==> src/rtl/ram_bus_arbiter_pkg.sv <==
// Shared encodings for the serial RAM bus arbiter: bus_mode values and FSM states.
package ram_bus_arbiter_pkg;

    localparam logic BUS_MODE_MCU = 1'b0;
    localparam logic BUS_MODE_COP = 1'b1;

    localparam int ARB_STATE_WIDTH = 2;

    typedef enum logic [ARB_STATE_WIDTH-1:0] {
        ARB_STATE_IDLE    = 2'd0,
        ARB_STATE_GUARD   = 2'd1,
        ARB_STATE_OWN     = 2'd2,
        ARB_STATE_RELEASE = 2'd3
    } arb_state_t;

    // Round-robin pick when both sides ask at once: whoever did not own last wins.
    function automatic logic pick_target(input logic mcu_req, input logic cop_req,
                                         input logic last_owner);
        if (mcu_req && cop_req) begin
            return ~last_owner;
        end
        return cop_req ? BUS_MODE_COP : BUS_MODE_MCU;
    endfunction

endpackage

==> src/rtl/ram_bus_arbiter_signal_sync.sv <==
// Multi-flop 1-bit synchronizer with an asynchronous reset to a chosen idle level.
module signal_sync #(
    parameter int   STAGES    = 2,
    parameter logic RESET_VAL = 1'b0
) (
    input  logic i_clk,
    input  logic i_reset,
    input  logic i_async,
    output logic o_sync
);

    logic [STAGES-1:0] r_stages;

    generate
        for (genvar gi = 0; gi < STAGES; gi++) begin : g_stage
            // One flop of the chain; stage 0 samples the raw async input.
            always_ff @(posedge i_clk or posedge i_reset) begin
                if (i_reset) begin
                    r_stages[gi] <= RESET_VAL;
                end else if (gi == 0) begin
                    r_stages[gi] <= i_async;
                end else begin
                    r_stages[gi] <= r_stages[(gi == 0) ? 0 : gi-1];
                end
            end
        end
    endgenerate

    assign o_sync = r_stages[STAGES-1];

endmodule

==> src/rtl/ram_bus_arbiter.sv <==
// Grants the shared serial RAM SPI bus to the MCU or the coprocessor, one at a time,
// switching bus_mode only while no grant is held and settling it for a guard gap first.
module ram_bus_arbiter
    import ram_bus_arbiter_pkg::*;
#(
    parameter int SYNC_STAGES  = 2,
    parameter int GUARD_CYCLES = 4,
    parameter int HOLD_LIMIT   = 1024
) (
    input  logic i_clk,
    input  logic i_reset,
    input  logic i_mcu_req,
    input  logic i_cop_req,
    input  logic i_mcu_nss,
    input  logic i_cop_nss,
    input  logic i_preempt_clr,
    output logic o_bus_mode,
    output logic o_mcu_grant,
    output logic o_cop_grant,
    output logic o_ram_busy,
    output logic o_preempted
);

    localparam int GW = $clog2(GUARD_CYCLES + 1);
    localparam int HW = $clog2(HOLD_LIMIT + 1);
    localparam logic [GW-1:0] GUARD_LAST = GW'(GUARD_CYCLES - 1);
    localparam logic [HW-1:0] HOLD_MAX   = HW'(HOLD_LIMIT);

    logic w_mcu_req, w_cop_req, w_mcu_nss, w_cop_nss;

    signal_sync #(.STAGES(SYNC_STAGES), .RESET_VAL(1'b0)) u_sync_mcu_req (
        .i_clk(i_clk), .i_reset(i_reset), .i_async(i_mcu_req), .o_sync(w_mcu_req));
    signal_sync #(.STAGES(SYNC_STAGES), .RESET_VAL(1'b0)) u_sync_cop_req (
        .i_clk(i_clk), .i_reset(i_reset), .i_async(i_cop_req), .o_sync(w_cop_req));
    signal_sync #(.STAGES(SYNC_STAGES), .RESET_VAL(1'b1)) u_sync_mcu_nss (
        .i_clk(i_clk), .i_reset(i_reset), .i_async(i_mcu_nss), .o_sync(w_mcu_nss));
    signal_sync #(.STAGES(SYNC_STAGES), .RESET_VAL(1'b1)) u_sync_cop_nss (
        .i_clk(i_clk), .i_reset(i_reset), .i_async(i_cop_nss), .o_sync(w_cop_nss));

    arb_state_t    r_state, r_state_next;
    logic          r_bus_mode, r_bus_mode_next;
    logic          r_mcu_grant, r_mcu_grant_next;
    logic          r_cop_grant, r_cop_grant_next;
    logic          r_ram_busy, r_ram_busy_next;
    logic          r_preempted, r_preempted_next;
    logic          r_last_owner, r_last_owner_next;
    logic [GW-1:0] r_guard_cnt, r_guard_cnt_next;
    logic [HW-1:0] r_hold_cnt, r_hold_cnt_next;

    // bus_mode doubles as the owner identity from GUARD through RELEASE.
    logic w_owner_req, w_owner_nss, w_other_req;
    assign w_owner_req = (r_bus_mode == BUS_MODE_COP) ? w_cop_req : w_mcu_req;
    assign w_owner_nss = (r_bus_mode == BUS_MODE_COP) ? w_cop_nss : w_mcu_nss;
    assign w_other_req = (r_bus_mode == BUS_MODE_COP) ? w_mcu_req : w_cop_req;

    // State and registered outputs; reset drops grants at once, last owner starts as COP.
    always_ff @(posedge i_clk or posedge i_reset) begin
        if (i_reset) begin
            r_state      <= ARB_STATE_IDLE;
            r_bus_mode   <= BUS_MODE_MCU;
            r_mcu_grant  <= 1'b0;
            r_cop_grant  <= 1'b0;
            r_ram_busy   <= 1'b0;
            r_preempted  <= 1'b0;
            r_last_owner <= BUS_MODE_COP;
            r_guard_cnt  <= '0;
            r_hold_cnt   <= '0;
        end else begin
            r_state      <= r_state_next;
            r_bus_mode   <= r_bus_mode_next;
            r_mcu_grant  <= r_mcu_grant_next;
            r_cop_grant  <= r_cop_grant_next;
            r_ram_busy   <= r_ram_busy_next;
            r_preempted  <= r_preempted_next;
            r_last_owner <= r_last_owner_next;
            r_guard_cnt  <= r_guard_cnt_next;
            r_hold_cnt   <= r_hold_cnt_next;
        end
    end

    // Next-state logic: pick target, guard gap, ownership with preemption, one-clk release.
    always_comb begin
        r_state_next      = r_state;
        r_bus_mode_next   = r_bus_mode;
        r_mcu_grant_next  = r_mcu_grant;
        r_cop_grant_next  = r_cop_grant;
        r_preempted_next  = r_preempted;
        r_last_owner_next = r_last_owner;
        r_guard_cnt_next  = r_guard_cnt;
        r_hold_cnt_next   = r_hold_cnt;

        // A preempt in the same clk overrides the clear below.
        if (i_preempt_clr) begin
            r_preempted_next = 1'b0;
        end

        case (r_state)
            ARB_STATE_IDLE: begin
                r_mcu_grant_next = 1'b0;
                r_cop_grant_next = 1'b0;
                if (w_mcu_req || w_cop_req) begin
                    r_bus_mode_next  = pick_target(w_mcu_req, w_cop_req, r_last_owner);
                    r_guard_cnt_next = '0;
                    r_state_next     = ARB_STATE_GUARD;
                end
            end
            ARB_STATE_GUARD: begin
                if (r_guard_cnt == GUARD_LAST) begin
                    r_mcu_grant_next = (r_bus_mode == BUS_MODE_MCU);
                    r_cop_grant_next = (r_bus_mode == BUS_MODE_COP);
                    r_hold_cnt_next  = '0;
                    r_state_next     = ARB_STATE_OWN;
                end else begin
                    r_guard_cnt_next = r_guard_cnt + GW'(1);
                end
            end
            ARB_STATE_OWN: begin
                if (!w_owner_req && w_owner_nss) begin
                    r_mcu_grant_next = 1'b0;
                    r_cop_grant_next = 1'b0;
                    r_state_next     = ARB_STATE_RELEASE;
                end else if (w_owner_nss && (r_hold_cnt == HOLD_MAX)) begin
                    r_mcu_grant_next = 1'b0;
                    r_cop_grant_next = 1'b0;
                    r_preempted_next = 1'b1;
                    r_state_next     = ARB_STATE_RELEASE;
                end else if (w_owner_nss && w_other_req) begin
                    if (r_hold_cnt != HOLD_MAX) begin
                        r_hold_cnt_next = r_hold_cnt + HW'(1);
                    end
                end else begin
                    r_hold_cnt_next = '0;
                end
            end
            default: begin
                r_mcu_grant_next  = 1'b0;
                r_cop_grant_next  = 1'b0;
                r_last_owner_next = r_bus_mode;
                r_hold_cnt_next   = '0;
                r_state_next      = ARB_STATE_IDLE;
            end
        endcase

        r_ram_busy_next = (r_state_next != ARB_STATE_IDLE);
    end

    assign o_bus_mode  = r_bus_mode;
    assign o_mcu_grant = r_mcu_grant;
    assign o_cop_grant = r_cop_grant;
    assign o_ram_busy  = r_ram_busy;
    assign o_preempted = r_preempted;

endmodule

==> config.mk <==
export PLATFORM = sky130hd
export DESIGN_NAME = ram_bus_arbiter
export DESIGN_NICKNAME = d
export VERILOG_FILES = /design/src/rtl/ram_bus_arbiter_pkg.sv /design/src/rtl/ram_bus_arbiter_signal_sync.sv /design/src/rtl/ram_bus_arbiter.sv
export SDC_FILE = /design/constraint.sdc
export NUM_CORES = 1
export LEC_CHECK = 0
export CAP_MARGIN = 20
export CORE_MARGIN = 3
export CORE_UTILIZATION = 55
export CTS_CLUSTER_SIZE = 14
export DETAILED_ROUTE_END_ITERATION = 7
export DONT_BUFFER_PORTS = 1
export PLACE_DENSITY = 0.81
export SYNTH_ARGS = -nofsm -noshare
export SYNTH_HDL_FRONTEND = slang
export SYNTH_SLANG_ARGS = --single-unit
==> constraint.sdc <==
create_clock -name i_clk -period 2.5 [get_ports i_clk]
set_input_delay 0.375 -clock i_clk [delete_from_list [all_inputs] [get_ports i_clk]]
set_output_delay 0.375 -clock i_clk [all_outputs]
set_load 0.02 [all_outputs]
# [Word level (Yosys, flattened, before mapping)]
# Index checks and enable logic that the tools add are counted.
# Widths: inputs -> output; s select.
[word_totals] word_cells=81 input_bits=7 register_bits=30 out_inout_bits=5
[classes] muxes=33 n_bitwise=3 n_reduce_logical=14 add_sub_neg=2 n_eq_ne=12
[op_table] operator="$mux 11" n=5
[op_table] operator="$pmux 11 s3" n=1
[op_table] operator="$mux 1" n=17
[op_table] operator="$add 11x1->11 const B" n=1
[op_table] operator="$eq 11x11->1 const B" n=1
[op_table] operator="$ne 11x11->1 const B" n=1
[op_table] operator="$ne 2x2->1 const B" n=5
[op_table] operator="$mux 2" n=4
[op_table] operator="$mux 3" n=2
[op_table] operator="$ne 3x3->1 const B" n=2
[op_table] operator="$pmux 2 s3" n=1
[op_table] operator="$pmux 3 s2" n=1
[op_table] operator="$reduce_and 5->1" n=1
[op_table] operator="$logic_and 1x1->1" n=4
[op_table] operator="$pmux 1 s2" n=2
[op_table] operator="$reduce_and 2->1" n=2
[op_table] operator="$reduce_bool 2->1" n=2
[op_table] operator="$add 3x1->3 const B" n=1
[op_table] operator="$eq 3x2->1 const B" n=1
[op_table] operator="$not 1->1" n=3
[op_table] operator="$reduce_and 3->1" n=1
[op_table] operator="$reduce_or 3->1" n=1
[op_table] operator="$eq 2x1->1 const B" n=1
[op_table] operator="$eq 2x2->1 const B" n=1
[op_table] operator="other kinds (3)" n=3

# [Longest topological paths before layout]
[logic_depth] ltp_word=6 mapped_depth=7 depth_no_buf=6

# [Modules after synthesis]
# From an unflattened synthesis, not the netlist that was laid out.
[unflattened] cells_unflattened=144 area_unflattened_um2=1592.8
[modules_own_cells] module="ram_bus_arbiter" seq_area_each_um2=551.8 area_each_um2=1372.6 instances=1 cells_each=132
[modules_own_cells] module="signal_sync at u_sync_cop_nss ..." seq_area_each_um2=52.6 area_each_um2=56.3 instances=2 cells_each=3
[modules_own_cells] module="signal_sync at u_sync_cop_req ..." seq_area_each_um2=50.0 area_each_um2=53.8 instances=2 cells_each=3

# [Least setup slack after synthesis]
# No wires, ideal clock.
[synth_path] path_kind="register to register" start="reg r_bus_mode, in the netlist o_bus_mode" end="reg r_hold_cnt[9]" n_path_buf=2 arrival_time_ns=1.750 path_slack_ns=0.626 period_less_slack_ns=1.874 setup_time_ns=0.124 required_ns=2.376 stages_incl_launch_ff=7 cell_sequence="dfrtp_1 > buf_2 > mux2i_1 > nor4_2 > or3_1 > buf_6 > a211o_1"
[synth_via] elab_chain_len=6 word_cells_on_any_way=15 classes_between="eq/ne (3); mux (7); reduce/logical (5)"
[synth_lines] item="from (decl)" line="ram_bus_arbiter.sv:41" text="logic r_bus_mode, r_bus_mode_next;"
[synth_lines] item="from (signal assigned)" line="ram_bus_arbiter.sv:70" text="r_bus_mode <= r_bus_mode_next;"
[synth_lines] item="$mux 1, on equally long branches" line="ram_bus_arbiter.sv:53, ram_bus_arbiter.sv:54"
[synth_lines] item="$logic_and 1x1->1" line="ram_bus_arbiter.sv:127" text="end else if (w_owner_nss && w_other_req) begin"
[synth_lines] item="$mux 11" line="ram_bus_arbiter.sv:127"
[synth_lines] item="$mux 11" line="ram_bus_arbiter.sv:122" text="end else if (w_owner_nss && (r_hold_cnt == HOLD_MAX)) begin"
[synth_lines] item="$mux 11" line="ram_bus_arbiter.sv:118" text="if (!w_owner_req && w_owner_nss) begin"
[synth_lines] item="$pmux 11 s3" line="ram_bus_arbiter.sv:97" text="case (r_state)"
[synth_lines] item="to (signal assigned)" line="ram_bus_arbiter.sv:77" text="r_hold_cnt <= r_hold_cnt_next;"
[synth_lines] item="to (decl)" line="ram_bus_arbiter.sv:48" text="logic [HW-1:0] r_hold_cnt, r_hold_cnt_next;"
# Several ways; a longest one is shown, not always the timed one. The select of a mux whose other input is x is not followed.
# A chain may end at the register's enable or synchronous reset.

# [Final worst setup path]
# Same ends and word-level chain as after synthesis.

==> results.sh <==
export IMPL_routed_wl_um=3047
export IMPL_synth_top_family_by_area="simple AND/OR/NAND/NOR gates"
export IMPL_crit_type="reg2reg"
export IMPL_h_tree_depth=2
export IMPL_rsz0062_at_grt="false"
export IMPL_power_density_nw_per_um2=890.1
export IMPL_postPlaceCellArea_um2=1511
export IMPL_r2r_end="r_hold_cnt[9]"
export IMPL_cts_resized=0
export IMPL_cts_setup_buffers=0
export IMPL_synthesis_area_um2=1490
export IMPL_hold_viol_final=19
export IMPL_maxCapViolCount=0
export IMPL_yosysWarnings=0
export IMPL_worst_hold_slack_ps=-9.215
export IMPL_antenna_found_initial=0
export IMPL_setup_violations_final=0
export IMPL_synthSimpleGateAreaFrac_pct=24.10
export IMPL_start_kind="flip-flop"
export IMPL_synth_most_common_cell="dfrtp_1"
export IMPL_crit_end="r_hold_cnt[9]"
export IMPL_cts_buffer_depth=2
export IMPL_rows=18
export IMPL_first_pass_iters=4
export IMPL_cts_buffers_inserted=5
export IMPL_gr_total_overflow=0
export IMPL_path_delay_family="flip-flops"
export IMPL_synth_edf_count=0
export IMPL_yosysTopAreaCellShare_pct=41.98
export IMPL_relSlewSlack_pct=53.65
export IMPL_cp_end_kind="flip-flop"
export IMPL_async_flop_share_pct=100.0
export IMPL_timing_fmax_mhz=456.6
export IMPL_drive_gt1_share_pct=15.38
export IMPL_ff2ff_path_depth=4
export IMPL_ant_nets=0
export IMPL_fin_worst_skew_ps=8.832
export IMPL_io_pin_count=12
export IMPL_grt_pass1_vias=1084
export IMPL_drt_iter0_markers=44
export IMPL_grt_max_degree=31
export IMPL_hold_buffers=0
export IMPL_regMostFlops="r_hold_cnt"
export IMPL_min_period_ps=2190
export IMPL_r2r_setup_slack_ps=310
export IMPL_path_buf_inv=0
export IMPL_status="finished with violations"
export IMPL_synth_nets=149
export IMPL_reg_top3="r_hold_cnt: 11 flops, r_guard_cnt: 3 flops, r_state: 2 flops"
export IMPL_ys_seq_elements=30
export IMPL_core_um2=2522
export IMPL_hold_class="in2async"
export IMPL_insertion_delay_ps=330
export IMPL_diodes=0
export IMPL_design_area_um2=1589
export IMPL_nNetsFinal=153
export IMPL_num_vias=1135
export IMPL_synth_mux_area_share_pct=3.526
export IMPL_synth_xor_area_share_pct=0
export IMPL_max_stage_delay_ps=650
export IMPL_grt_usage_pct=20.88
export IMPL_ys_flop_type="dfrtp_1"
export IMPL_synth_fa_ha_area_share_pct=3.359
export IMPL_dp_hpwl_um=2120
export IMPL_syn2layout_area_growth_pct=6.633
export IMPL_power_frac_seq_pct=49.4
export IMPL_die_area_um2=3370
export IMPL_p_sw_share_pct=33.93
export IMPL_place_gp_congestion=0.9158
export IMPL_cp_slowest_cell="dfrtp_1"
export IMPL_cp_data_required_time_ps=2710
export IMPL_critPathLaunch="o_bus_mode"
export IMPL_irDropWorstVdd_uv=803.1
export IMPL_pwr_share_clk_pct=26.4
export IMPL_wl_per_cell_um=17.61
export IMPL_port_buffers=0
export IMPL_stdcell_count=173
export IMPL_r2r_start="o_bus_mode"
export IMPL_cts_sinks=30
export IMPL_via_per_inst=6.561
export IMPL_tns_ps=0
export IMPL_fillers=212
export IMPL_clkTransAtPathRegs_ps=90
export IMPL_combinationalPowerShare_pct=24.1
export IMPL_failed_checks="negative hold slack"
export IMPL_syn_avg_cell_area_um2=10.80
export IMPL_cts_tree="built"
export IMPL_min_period_over_period_pct=87.61
export IMPL_ctsRootBufferMaster="clkbuf_4"
export IMPL_p_int_uw=934.4
export IMPL_p_leak_uw=0.0006948
export IMPL_crit_chain="mux2i_1 -> nor4_2 -> or3_1 -> a211o_1"
export IMPL_largest_reg_flops=11
export IMPL_ys_top_cells_by_count="25 x dfrtp_1, 12 x nand2_1, 8 x o21ai_0"
export IMPL_synth_cell_type_count=42
export IMPL_route_detailed_drc=0
export IMPL_start_util_pct=59.08
export IMPL_critPathArrivalTime_ps=2400
export IMPL_dp_cells=165
export IMPL_synthTopCellsByArea="dfrtp_1 42%, dfstp_2 8.8%, o22a_1 3.5%, ha_1 3.4%, nand2_1 3.0%"
export IMPL_worst_pin_slew_ps=689.4
export IMPL_drv_slew=0
export IMPL_dieWidth_um=58.05
export IMPL_grt_pass1_wl_um=5271
export IMPL_cp_depth=4
export IMPL_die_y_um=58.05
export IMPL_power_switching_uw=479.9
export IMPL_synth_compound_area_share_pct=14.86
export IMPL_yosysSeqAreaShare_pct=50.80
export IMPL_crit_path_max_fanout=11
export IMPL_netlist_instances=138
export IMPL_yosysTopAreaCell="dfrtp_1"
==> layout make-up <==
type / count / area, um2 / area share [%]
clock inverters: 3 / 40.04 / 2.520
well taps: 30 / 37.54 / 2.362
repair buffers: 1 / 7.507 / 0.4724
multi-input cells: 97 / 683.2 / 42.99
clock buffers: 5 / 37.54 / 2.362
flip-flops and latches: 30 / 757.0 / 47.64
inverters: 7 / 26.28 / 1.654
==> power by group through the flow <==
stage | registers [uW] | logic, uW | clock network (uW)
floorplan | 664 | 321 | 0
global placement | 699 | 319 | 0
detailed placement | 707 | 339 | 0
CTS | 699 | 341 | 378
global route | 715 | 380 | 405
finish | 699 | 341 | 374
==> metrics by stage <==
| stage | total power [uW] | util [%] | setup slack [ps] |
|---|---|---|---|
| floorplan | 984.4 | - | 626.5 |
| global placement | 1018 | 59.92 | 471.0 |
| detailed placement | 1047 | 59.92 | 372.4 |
| CTS | 1418 | 63.00 | 347.7 |
| global route | 1500 | 63.00 | 137.8 |
| finish | 1414 | 63.00 | 309.7 |
==> logic make-up after synthesis <==
kind of cell,count (synthesis)
compound gates,31
buf+inv,11
flops,30
simple gates,57
fa+ha+maj,4
mux,5
==> worst register-to-register path: stages, from the launching register on <==
cell and delay, ps:
dfrtp_1 650, mux2i_1 420, nor4_2 110, or3_1 520, a211o_1 370
==> worst min-delay path by stage <==
stage                                            end  slack, ps  depth (start not counted)
after detailed placement       u_sync_cop_req.o_sync        330                          0
after global routing      u_sync_mcu_nss.r_stages[0]          5                          0
after floorplan                u_sync_cop_req.o_sync        330                          0
after CTS                              r_hold_cnt[0]          9                          2
after global placement         u_sync_cop_req.o_sync        330                          0
final                                  r_hold_cnt[1]         -9                          2
==> cells in the final DEF (no fill, tap or decap), drive strengths merged, types with 3 or more instances in the layout <==
| cell | n |
|---|---|
| nor2 | 5 |
| nand3 | 5 |
| a21o | 3 |
| dfstp | 5 |
| a21oi | 3 |
| o21ai | 8 |
| nor4 | 6 |
| mux2i | 3 |
| ha | 4 |
| nand4 | 3 |
| o22a | 6 |
| dfrtp | 25 |
| inv | 7 |
| nor3 | 4 |
| nand2 | 12 |
| a211o | 3 |
| and3 | 4 |
| clkbuf | 5 |
| nand3b | 3 |
==> metal layers <==
| metal | up-vias | part of all wire (%) | global-route usage [%] |
|---|---|---|---|
| li1 | 533 | - | - |
| met1 | 554 | 42 | 27.55 |
| met2 | 41 | 50 | 32.26 |
| met3 | 7 | 6.2 | 7.572 |
| met4 | 0 | 1.1 | 6.291 |
| met5 | - | 0 | 0 |
No activity file was read; power rests on OpenSTA's default activity.
